## config.mk

```make
export PLATFORM = sky130hd
export DESIGN_NAME = booth_mult_seq
export DESIGN_NICKNAME = d
export VERILOG_FILES = /design/src/rtl/booth_mult_seq.sv
export SDC_FILE = /design/constraint.sdc
export NUM_CORES = 1
export LEC_CHECK = 0
export BUFFER_PORTS_ARGS = -buffer_cell sky130_fd_sc_hd__buf_2
export CAP_MARGIN = 30
export CELL_PAD_IN_SITES_DETAIL_PLACEMENT = 0
export CELL_PAD_IN_SITES_GLOBAL_PLACEMENT = 1
export CORE_MARGIN = 4
export CORE_UTILIZATION = 45
export CTS_CLUSTER_DIAMETER = 120
export CTS_CLUSTER_SIZE = 25
export DETAILED_ROUTE_END_ITERATION = 10
export PLACE_DENSITY = 0.89
export SLEW_MARGIN = 20
export SYNTH_ARGS = -nofsm -noshare
export SYNTH_HDL_FRONTEND = slang
export SYNTH_SLANG_ARGS = --single-unit
```

## constraint.sdc

```tcl
create_clock -name clk -period 4.26 [get_ports clk]
set_input_delay 0.639 -clock clk [delete_from_list [all_inputs] [get_ports clk]]
set_output_delay 0.639 -clock clk [all_outputs]
set_load 0.01 [all_outputs]
```

## src/rtl/booth_mult_seq.sv

```systemverilog
// booth_mult_seq: sequential radix-2 Booth multiplier with valid/ready
// handshakes on both sides. Operands are extended to WIDTH+1 bits so one
// signed Booth datapath serves both signed and unsigned transactions.
// Optional feature macro: BOOTH_EARLY_OUT_EN. When it is defined, the block
// finishes early once the remaining multiplier bits can only cause shifts.
module booth_mult_seq #(
  parameter int WIDTH = 8
) (
  input  logic                 clk,
  input  logic                 rst,
  input  logic                 in_valid,
  output logic                 in_ready,
  input  logic                 signed_mode,
  input  logic [WIDTH-1:0]     multiplicand,
  input  logic [WIDTH-1:0]     multiplier,
  output logic                 out_valid,
  input  logic                 out_ready,
  output logic [2*WIDTH-1:0]   product,
  output logic [1:0]           state
);

  localparam int E  = WIDTH + 1;
  localparam int IW = $clog2(E + 1);
  localparam logic [IW-1:0] E_CNT = IW'(E);

  typedef enum logic [1:0] {IDLE = 2'd0, RUN = 2'd1, DONE = 2'd2} st_t;

  st_t            st;
  logic [E-1:0]   a, qr, mr;
  logic           q_1;
  logic [IW-1:0]  iter;

  logic [E-1:0]   m_ext, q_ext;
  logic [E-1:0]   a_upd, na, nqr;
  logic           nq1;
  logic [IW-1:0]  iter_nx;
  logic           last;

  assign state = st;

  // Operand extension: sign bit replicated only in signed mode.
  assign m_ext = {signed_mode & multiplicand[WIDTH-1], multiplicand};
  assign q_ext = {signed_mode & multiplier[WIDTH-1],   multiplier};

  // One Booth step: conditional add/sub on A, then arithmetic shift of {A,Qr,Q_1}.
  always_comb begin
    a_upd = a;
    case ({qr[0], q_1})
      2'b01:   a_upd = a + mr;
      2'b10:   a_upd = a - mr;
      default: a_upd = a;
    endcase
    na      = {a_upd[E-1], a_upd[E-1:1]};
    nqr     = {a_upd[0], qr[E-1:1]};
    nq1     = qr[0];
    iter_nx = iter + 1'b1;
    last    = (iter_nx == E_CNT);
  end

`ifdef BOOTH_EARLY_OUT_EN
  localparam logic [E-1:0] ONES = '1;
  logic [2*E-1:0] eo_res;
  logic [IW-1:0]  eo_shift;
  logic           eo_hit;

  // Early-out: if the unexamined Qr bits and Q_1 all match, every remaining
  // step is a pure shift, so apply them all at once with a barrel shift.
  always_comb begin
    eo_shift = E_CNT - iter_nx;
    eo_res   = $signed({na, nqr}) >>> eo_shift;
    eo_hit   = !last && (((nqr ^ {E{nq1}}) & (ONES >> iter_nx)) == '0);
  end
`endif

  // Control FSM and datapath registers; outputs are registered with the state.
  always_ff @(posedge clk) begin
    if (rst) begin
      st        <= IDLE;
      a         <= '0;
      qr        <= '0;
      mr        <= '0;
      q_1       <= 1'b0;
      iter      <= '0;
      product   <= '0;
      in_ready  <= 1'b1;
      out_valid <= 1'b0;
    end else begin
      case (st)
        IDLE: begin
          if (in_valid) begin
            a        <= '0;
            qr       <= q_ext;
            mr       <= m_ext;
            q_1      <= 1'b0;
            iter     <= '0;
            in_ready <= 1'b0;
            st       <= RUN;
          end
        end
        RUN: begin
          a    <= na;
          qr   <= nqr;
          q_1  <= nq1;
          iter <= iter_nx;
          if (last) begin
            product   <= {na[E-3:0], nqr};
            out_valid <= 1'b1;
            st        <= DONE;
          end
`ifdef BOOTH_EARLY_OUT_EN
          else if (eo_hit) begin
            a         <= eo_res[2*E-1:E];
            qr        <= eo_res[E-1:0];
            product   <= eo_res[2*WIDTH-1:0];
            out_valid <= 1'b1;
            st        <= DONE;
          end
`endif
        end
        DONE: begin
          if (out_ready) begin
            out_valid <= 1'b0;
            in_ready  <= 1'b1;
            st        <= IDLE;
          end
        end
        default: begin
          out_valid <= 1'b0;
          in_ready  <= 1'b1;
          st        <= IDLE;
        end
      endcase
    end
  end

endmodule

```

==> metrics.md, run 1 <==
| Metric | Value |
|---|---|
| Status | `finished, final reports clean` |
| Cell Area, Placed | `0.002915 mm²` |
| Antenna violations before repair | `0` |
| Setup TNS | `0 ns` |
| Crit-path max FO | `8` |
| Setup crit end kind | `flip-flop` |
| Clock sinks | `51` |
| Global-route wire length before repair | `10.69 mm` |
| Total count of hold-check failures in the final report | `0` |
| Flop and latch count out of synthesis | `51` |
| Clock buffers created by TritonCTS | `5` |
| PnR Total Power | `0.001053 W` |
| Sequential area share after synthesis | `38.20%` |
| Max Cap Viol | `0` |
| Rows | `27` |
| Endpoint, Worst Hold | `product[7]$_SDFFE_PP0P_` |
| Total inserted antenna cells | `0` |
| Number of nets in the synthesized netlist | `377` |
| Dominant cell by count in the synthesized netlist | `sky130_fd_sc_hd__nand2_1` |
| Critical Path RT | `4.47 ns` |
| Post-detailed-route DRC marker count | `0` |
| Maximum clock frequency | `364.1 MHz` |
| Fill count | `559` |
| Arrival @ worst endpoint | `2.95 ns` |
| Power density over the cells | `348.8 mW/mm²` |
| P&R area growth vs syn | `12.92%` |
| Start of the worst register-to-register path | `qr[0]$_SDFFE_PP0P_` |
| First-pass DRT Iterations | `4` |
| Initial core utilization | `47.37%` |
| Largest net degree at the start of global routing | `51` |
| Clock tree from TritonCTS | `built` |
| Die area | `0.007236 mm²` |
| Largest cells by area after synthesis | `sky130_fd_sc_hd__dfxtp_1 38%, sky130_fd_sc_hd__nand2_1 8.3%, sky130_fd_sc_hd__a21oi_1 7.5%` |
| Most instantiated flip-flop cell in the synthesis netlist | `sky130_fd_sc_hd__dfxtp_1` |
| Std-Cell Core Area | `0.005642 mm²` |
| Async set or reset register ratio after synthesis | `0%` |
| Leakage power summed over all cells | `1.241 nW` |
| IR Drop Worst-Case VDD | `0.2153 mV` |
| Root buffer cell | `sky130_fd_sc_hd__clkbuf_8` |
| GRT Max-Usage Layer | `met2` |
| Starting DRT DRC Count | `133` |
| Buffers inserted by post-CTS timing repair | `0` |
| Final Max Tran Viols | `0` |
| Met3 track demand over resource | `3.495%` |
| Worst Hold Launch | `product[7]$_SDFFE_PP0P_` |
| Count of cells along the worst register-to-register path | `8` |
| Clock-pin transition on the worst setup and hold timing paths | `0.09 ns` |
| Cell with the largest stage delay on the worst path | `sky130_fd_sc_hd__or3b_2` |
| Detailed Route WL | `6.258 mm` |
| Vias per cell | `5.442` |
| Start-to-end type of the worst setup path | `flip-flop to flip-flop` |
| CTS H-Tree Depth | `2` |
| Ordered list of cells on the worst path | `ha_1, mux2_2, fa_1, nand2b_1, a21oi_1, nor3_1, or3b_2, a311oi_1` |
| Cell accounting for the most synthesized area | `sky130_fd_sc_hd__dfxtp_1` |
| Fraction of synthesized cell area taken by the top area cell type | `38.20%` |
| Critical Path Start Type | `flip-flop` |
| Source-to-sink clock delay at the later pin of the worst-skew pair | `0.30 ns` |
| Post-synth EDFFs | `0` |
| Die width | `85.07 µm` |
| RR Endpoint | `product[12]$_SDFFE_PP0P_` |
| Max Root-Sink Buffers | `2` |
| Number of unique standard cell types used by synthesis | `48` |
| GP Congestion | `0.7944` |
| Sequential cell area in the final layout | `0.001021 mm²` |
| Share of layout cells above drive strength 1 | `14.89%` |
| DIE HEIGHT | `85.07 µm` |
| Cells after Synth | `343` |
| Delay of the slowest critical-path stage | `0.46 ns` |
| Post-CTS Hold Buffers | `0` |
| GRT Total Usage | `17.91%` |
| Post-synthesis area per instance | `7.792 µm²` |
| Port Buf Inserts | `40` |
| Grt total ovfl | `0` |
| WL/cell | `13.97 µm` |
| Setup skew after layout | `0.007625 ns` |
| Setup slack of the worst register-to-register path | `1.51 ns` |
| GR Util met2 | `27.40%` |
| Worst hold stages | `2` |
| Max_slew headroom | `36.37%` |
| Final count of negative-setup-slack endpoints | `0` |
| Area of the multi-input gates | `0.001521 mm²` |
| M1 GR Usage | `25.82%` |
| Transition at the pin with the smallest max-transition slack | `0.9545 ns` |
| Setup repair after global routing missed its margin | `false` |
| Detailed placer's ending HPWL | `4.405 mm` |
| I/O Pins | `41` |
| Final ANT Viol Nets | `0` |
| Count of synthesis-stage warnings from yosys | `0` |
| Final critical-path required period | `2.746 ns` |
| Number of resized instances in the post-cts repair step | `0` |
| Total number of vias | `2438` |
| Netlist Area Pre-Place | `0.002673 mm²` |
| Tightest Hold Check Type | `flip-flop to flip-flop` |
| Via count of the first global-routing pass | `2239` |
| Final period utilization | `64.46%` |
| Count of nets after finishing | `409` |
| Most frequent cells after synthesis | `59 x sky130_fd_sc_hd__nand2_1, 51 x sky130_fd_sc_hd__dfxtp_1, 40 x sky130_fd_sc_hd__a21oi_1, 35 x sky130_fd_sc_hd__nor2_1, 14 x sky130_fd_sc_hd__inv_1` |
| Post-layout instance area | `0.003018 mm²` |
-- metrics by stage --
step | hold WS [ns] | util [%] | setup slack [ns] | instances
2_1_floorplan | 0.4436 | - | 1.641 | 343
3_3_place_gp | 0.4420 | 51.67 | 1.622 | 439
3_5_place_dp | 0.4431 | 51.67 | 1.558 | 439
4_1_cts | 0.4564 | 53.36 | 1.519 | 447
5_1_grt | 0.4981 | 53.49 | 1.226 | 448
6_report | 0.4550 | 53.49 | 1.514 | 448
-- kinds of logic after synthesis --
group | synth area share [%]
adder cells (fa/ha/maj) | 6.367
buffers and inverters | 4.869
multiplexers | 1.920
AND/OR/NAND/NOR | 23.36
AO/OA/AOI/OAI | 21.68
XOR/XNOR | 3.605
flip-flops | 38.20
-- cell type report --
type / instances / share of cell area, %
multi-input combinational: 258 / 50.41
sequential: 51 / 33.83
timing repair buffer: 45 / 7.877
tap: 72 / 2.985
clock buffer: 7 / 2.861
inverter: 14 / 1.741
clock inverter: 1 / 0.2902
-- worst max path at each step --
stage	from	endpoint	slack, ns	depth (start not counted)
6_report	qr[0]$_SDFFE_PP0P_	product[12]$_SDFFE_PP0P_	1.51	8
5_1_grt	mr[2]$_SDFFE_PP0P_	a[6]$_SDFFE_PP0P_	1.23	9
4_1_cts	qr[0]$_SDFFE_PP0P_	a[3]$_SDFFE_PP0P_	1.52	8
3_5_place_dp	mr[2]$_SDFFE_PP0P_	a[6]$_SDFFE_PP0P_	1.56	9
3_3_place_gp	qr[0]$_SDFFE_PP0P_	product[12]$_SDFFE_PP0P_	1.62	8
2_1_floorplan	qr[0]$_SDFFE_PP0P_	a[3]$_SDFFE_PP0P_	1.64	9
-- cell usage in the layout, fill, tap and decap left out, types with 2 or more instances in the layout --
| cell type | instances |
|---|---|
| sky130_fd_sc_hd__a22oi_1 | 5 |
| sky130_fd_sc_hd__a21oi_1 | 40 |
| sky130_fd_sc_hd__buf_4 | 4 |
| sky130_fd_sc_hd__o21a_1 | 3 |
| sky130_fd_sc_hd__dfxtp_1 | 51 |
| sky130_fd_sc_hd__nand4_1 | 4 |
| sky130_fd_sc_hd__nor2_1 | 35 |
| sky130_fd_sc_hd__or3_1 | 3 |
| sky130_fd_sc_hd__inv_1 | 14 |
| sky130_fd_sc_hd__nand3_1 | 8 |
| sky130_fd_sc_hd__nor2b_1 | 3 |
| sky130_fd_sc_hd__xor2_1 | 3 |
| sky130_fd_sc_hd__and2_1 | 2 |
| sky130_fd_sc_hd__or4_1 | 3 |
| sky130_fd_sc_hd__nor3_1 | 9 |
| sky130_fd_sc_hd__nand3b_1 | 2 |
| sky130_fd_sc_hd__nand2b_1 | 2 |
| sky130_fd_sc_hd__a311oi_1 | 10 |
| sky130_fd_sc_hd__a21boi_0 | 3 |
| sky130_fd_sc_hd__o21ai_0 | 8 |
| sky130_fd_sc_hd__a21o_1 | 4 |
| sky130_fd_sc_hd__clkbuf_8 | 6 |
| sky130_fd_sc_hd__a31oi_1 | 4 |
| sky130_fd_sc_hd__mux2i_1 | 4 |
| sky130_fd_sc_hd__o22ai_1 | 3 |
| sky130_fd_sc_hd__nand2_1 | 59 |
| sky130_fd_sc_hd__buf_2 | 40 |
| sky130_fd_sc_hd__xnor2_1 | 8 |
| sky130_fd_sc_hd__ha_1 | 12 |
| sky130_fd_sc_hd__o21ai_1 | 2 |
| sky130_fd_sc_hd__a211oi_1 | 2 |
-- power by group --
part           leakage (nW)  switching, W  total, W  internal [W]
sequential            0.415     0.0000185  0.000514      0.000495
combinational         0.777      0.000144  0.000248      0.000104
clock                0.0484      0.000158  0.000291      0.000133
total                  1.24      0.000320   0.00105      0.000732
-- routing by layer --
layer	up-vias	share of wire, %
li1	1272	-
met1	1108	51
met2	51	43
met3	7	5.0
met4	0	1.2
met5	-	0
-- registers in the layout, summed over array words and instances, names as in the netlist --
| signal | cells |
|---|---|
| a | 8 |
| out_valid | 1 |
| q_1 | 1 |
| mr | 9 |
| qr | 9 |
| state | 2 |
| in_ready | 1 |
| product | 16 |
| iter | 4 |
-- worst max-delay path: cells and delay by family, from the launching register on --
kind | cells | cell delay [ns]
AOI/OAI and AO/OA | 2 | 0.45
DFF | 1 | 0.38
adders and majority gates | 2 | 0.73
and+or+nand+nor | 3 | 0.70
muxes | 1 | 0.40
Power figures use the tool's default switching activity.
==> run 2: changes to the inputs <==
CORE_UTILIZATION = 37   (was 45)
PLACE_DENSITY = 0.79   (was 0.89)
clock period = 2.3 ns   (was 4.26 ns; I/O delays follow)
==> metrics.md, run 2 (synthesis gave the netlist of run 1 again) <==
| Metric | Value |
|---|---|
| Status | `complete, but fails checks (was finished, final reports clean)` |
| Violations in the final reports | `setup timing` |
| P&R area growth vs syn | `31.32% (was 12.92%)` |
| Leakage power summed over all cells | `1.460 nW (was 1.241 nW)` |
| Register containing the most flip-flops in the final layout | `product (unchanged)` |
| First-pass DRT Iterations | `5 (was 4)` |
| Detailed placer's ending HPWL | `4.983 mm (was 4.405 mm)` |
| CTS H-Tree Depth | `2 (unchanged)` |
| Max_slew headroom | `53.20% (was 36.37%)` |
| Cell family contributing the most delay on the critical path | `simple AND/OR/NAND/NOR gates (was adder cells)` |
| Delay of the slowest critical-path stage | `0.40 ns (was 0.46 ns)` |
| Maximum clock frequency | `433.2 MHz (was 364.1 MHz)` |
| Transition at the pin with the smallest max-transition slack | `0.6999 ns (was 0.9545 ns)` |
| GRT Total Usage | `16.00% (was 17.91%)` |
| Flip-flop count of the largest register, all copies and words added | `16 (unchanged)` |
| Vias per cell | `5.152 (was 5.442)` |
| Registers with the highest flip-flop counts | `product x16, mr x9, qr x9 (unchanged)` |
| Post-detailed-route DRC marker count | `0 (unchanged)` |
| Final Max Tran Viols | `0 (unchanged)` |
| Starting DRT DRC Count | `101 (was 133)` |
| GP Congestion | `0.7850 (was 0.7944)` |
| Area of the multi-input gates | `0.001689 mm² (was 0.001521 mm²)` |
| Root buffer cell | `sky130_fd_sc_hd__clkbuf_8 (unchanged)` |
| Share of layout cells above drive strength 1 | `31.71% (was 14.89%)` |
| PnR Total Power | `0.002285 W (was 0.001053 W)` |
| Global-route wire length before repair | `11.29 mm (was 10.69 mm)` |
| Die area | `0.008647 mm² (was 0.007236 mm²)` |
| Critical Path Start Type | `flip-flop (unchanged)` |
| Via count of the first global-routing pass | `2357 (was 2239)` |
| Largest net degree at the start of global routing | `30 (was 51)` |
| Die width | `92.99 µm (was 85.07 µm)` |
| Final ANT Viol Nets | `0 (unchanged)` |
| Setup crit end kind | `flip-flop (unchanged)` |
| Final period utilization | `100.4% (was 64.46%)` |
| Port Buf Inserts | `40 (unchanged)` |
| Max Cap Viol | `0 (unchanged)` |
| Power density over the cells | `651.2 mW/mm² (was 348.8 mW/mm²)` |
| Logic depth of the worst setup path including buffers | `9 (was 8)` |
| Count of cells along the worst register-to-register path | `9 (was 8)` |
| Std-Cell Core Area | `0.006907 mm² (was 0.005642 mm²)` |
| Cell Count, Final, Fillers Out | `506 (was 448)` |
| Sequential cell area in the final layout | `0.001032 mm² (was 0.001021 mm²)` |
| Arrival @ worst endpoint | `2.55 ns (was 2.95 ns)` |
| IR Drop Worst-Case VDD | `0.3221 mV (was 0.2153 mV)` |
| Clock buffers created by TritonCTS | `5 (unchanged)` |
| Fill count | `702 (was 559)` |
| Final count of negative-setup-slack endpoints | `3 (was 0)` |
| Setup repair after global routing missed its margin | `true (was false)` |
| Total count of hold-check failures in the final report | `0 (unchanged)` |
| Clock sinks | `51 (unchanged)` |
| Rows | `30 (was 27)` |
| Most common cell after layout, fill and taps aside | `sky130_fd_sc_hd__nand2_1 (unchanged)` |
| Antenna violations before repair | `0 (unchanged)` |
| Final critical-path required period | `2.308 ns (was 2.746 ns)` |
| I/O Pins | `41 (unchanged)` |
| Source-to-sink clock delay at the later pin of the worst-skew pair | `0.31 ns (was 0.30 ns)` |
| Cell with the largest stage delay on the worst path | `sky130_fd_sc_hd__or4_1 (was sky130_fd_sc_hd__or3b_2)` |
| WP buf/inv | `0 (unchanged)` |
| WL/cell | `14.01 µm (was 13.97 µm)` |
| Setup skew after layout | `0.01028 ns (was 0.007625 ns)` |
| DIE HEIGHT | `92.99 µm (was 85.07 µm)` |
| Crit-path max FO | `5 (was 8)` |
| Total inserted antenna cells | `0 (unchanged)` |
| Tightest Hold Check Type | `input pin to flip-flop (was flip-flop to flip-flop)` |
| Total number of vias | `2607 (was 2438)` |
| Clock tree from TritonCTS | `built (unchanged)` |
| DP Worst Slack | `-0.1169 ns (was 1.558 ns)` |
| Grt total ovfl | `0 (unchanged)` |
| Placed cell count | `491 (was 439)` |
| Detailed Route WL | `7.089 mm (was 6.258 mm)` |
| Clock-pin transition on the worst setup and hold timing paths | `0.11 ns (was 0.09 ns)` |
| Commonest cells after routing, fill and taps aside | `59 x sky130_fd_sc_hd__nand2_1, 44 x sky130_fd_sc_hd__dfxtp_1, 40 x sky130_fd_sc_hd__buf_2 (was 59 x sky130_fd_sc_hd__nand2_1, 51 x sky130_fd_sc_hd__dfxtp_1, 40 x sky130_fd_sc_hd__a21oi_1, 40 x sky130_fd_sc_hd__buf_2, 35 x sky130_fd_sc_hd__nor2_1)` |
| Count of nets after finishing | `443 (was 409)` |
| Worst hold stages | `3 (was 2)` |
| Max Root-Sink Buffers | `2 (unchanged)` |
| Start-to-end type of the worst setup path | `flip-flop to flip-flop (unchanged)` |
| Critical Path RT | `2.54 ns (was 4.47 ns)` |
| Ordered list of cells on the worst path | `nor4_4, a21oi_2, xnor2_1, ha_1, a21o_1, a22oi_2, nor2_1, or4_1, o21ai_1 (was ha_1, mux2_2, fa_1, nand2b_1, a21oi_1, nor3_1, or3b_2, a311oi_1)` |
| Initial core utilization | `38.70% (was 47.37%)` |
| Worst-case setup margin in the final layout | `-0.008297 ns (was 1.514 ns)` |
-- run 2: cell types whose count changed in the layout (fill, tap and decap cells not counted), moves of 5 or more --
cell and change:
sky130_fd_sc_hd__dfxtp_1 -7, sky130_fd_sc_hd__ha_1 -5, sky130_fd_sc_hd__a21oi_1 -5, sky130_fd_sc_hd__dfxtp_2 +6, sky130_fd_sc_hd__a21oi_2 +5, sky130_fd_sc_hd__buf_4 +33
-- run 2: worst min-delay path, delay by kind of cell --
family | cells | cell delay (ns)
compound gates | 1 | 0.05
buf+inv | 1 | 0.09
simple gates | 1 | 0.04
-- run 2: stage by stage --
stage | utilization [%] | TNS (ns) | hold slack (ns) | cell area, µm²
floorplan | - | 0 | 0.4436 | 2725
global placement | 46.29 | -0.2730 | 0.4437 | 3197
detailed placement | 46.29 | -0.4774 | 0.4437 | 3197
CTS | 49.20 | -0.1542 | 0.2495 | 3398
global route | 50.82 | -0.6219 | 0.2622 | 3510
finish | 50.82 | -0.02338 | 0.2508 | 3510
-- run 2: final timing paths --
| kind | start | to | slack (ns) |
|---|---|---|---|
| worst max register to register | mr[5]$_SDFFE_PP0P_ | product[15]$_SDFFE_PP0P_ | -0.008 |
| worst min register to register | product[2]$_SDFFE_PP0P_ | product[2]$_SDFFE_PP0P_ | 0.46 |
| worst min-delay path | multiplicand[2] | mr[2]$_SDFFE_PP0P_ | 0.25 |
| worst max-delay path | mr[5]$_SDFFE_PP0P_ | product[15]$_SDFFE_PP0P_ | -0.008 |
-- run 2: what timing repair did --
item | in CTS | in global routing
setup endpoints to repair | 7 | 9
hold buffers | 0 | 0
buffers inserted | 3 | 4
gates resized for setup | 18 | 23
pin swaps | 15 | 16
-- run 2: cell type report --
class | count | area share, %
multi-input cells | 258 | 48.13
flip-flops and latches | 51 | 29.41
repair buffers | 79 | 14.26
well taps | 96 | 3.422
clock buffers | 5 | 1.961
inverters | 14 | 1.497
clock inverters | 3 | 1.319
-- run 2: per-layer routing --
metal / vias up / wire [µm] / part of all wire, % / track usage (%)
li1: 1340 / - / - / -
met1: 1216 / 3377 / 48 / 22.46
met2: 47 / 3362 / 47 / 25.79
met3: 4 / 317 / 4.5 / 3.057
met4: 0 / 31 / 0.44 / 2.930
met5: - / 0 / 0 / 0
-- run 2: where the power goes --
group / switching (W) / internal, W
Clock: 0.000325 / 0.000328
Sequential: 0.0000347 / 0.000918
Combinational: 0.000338 / 0.000341
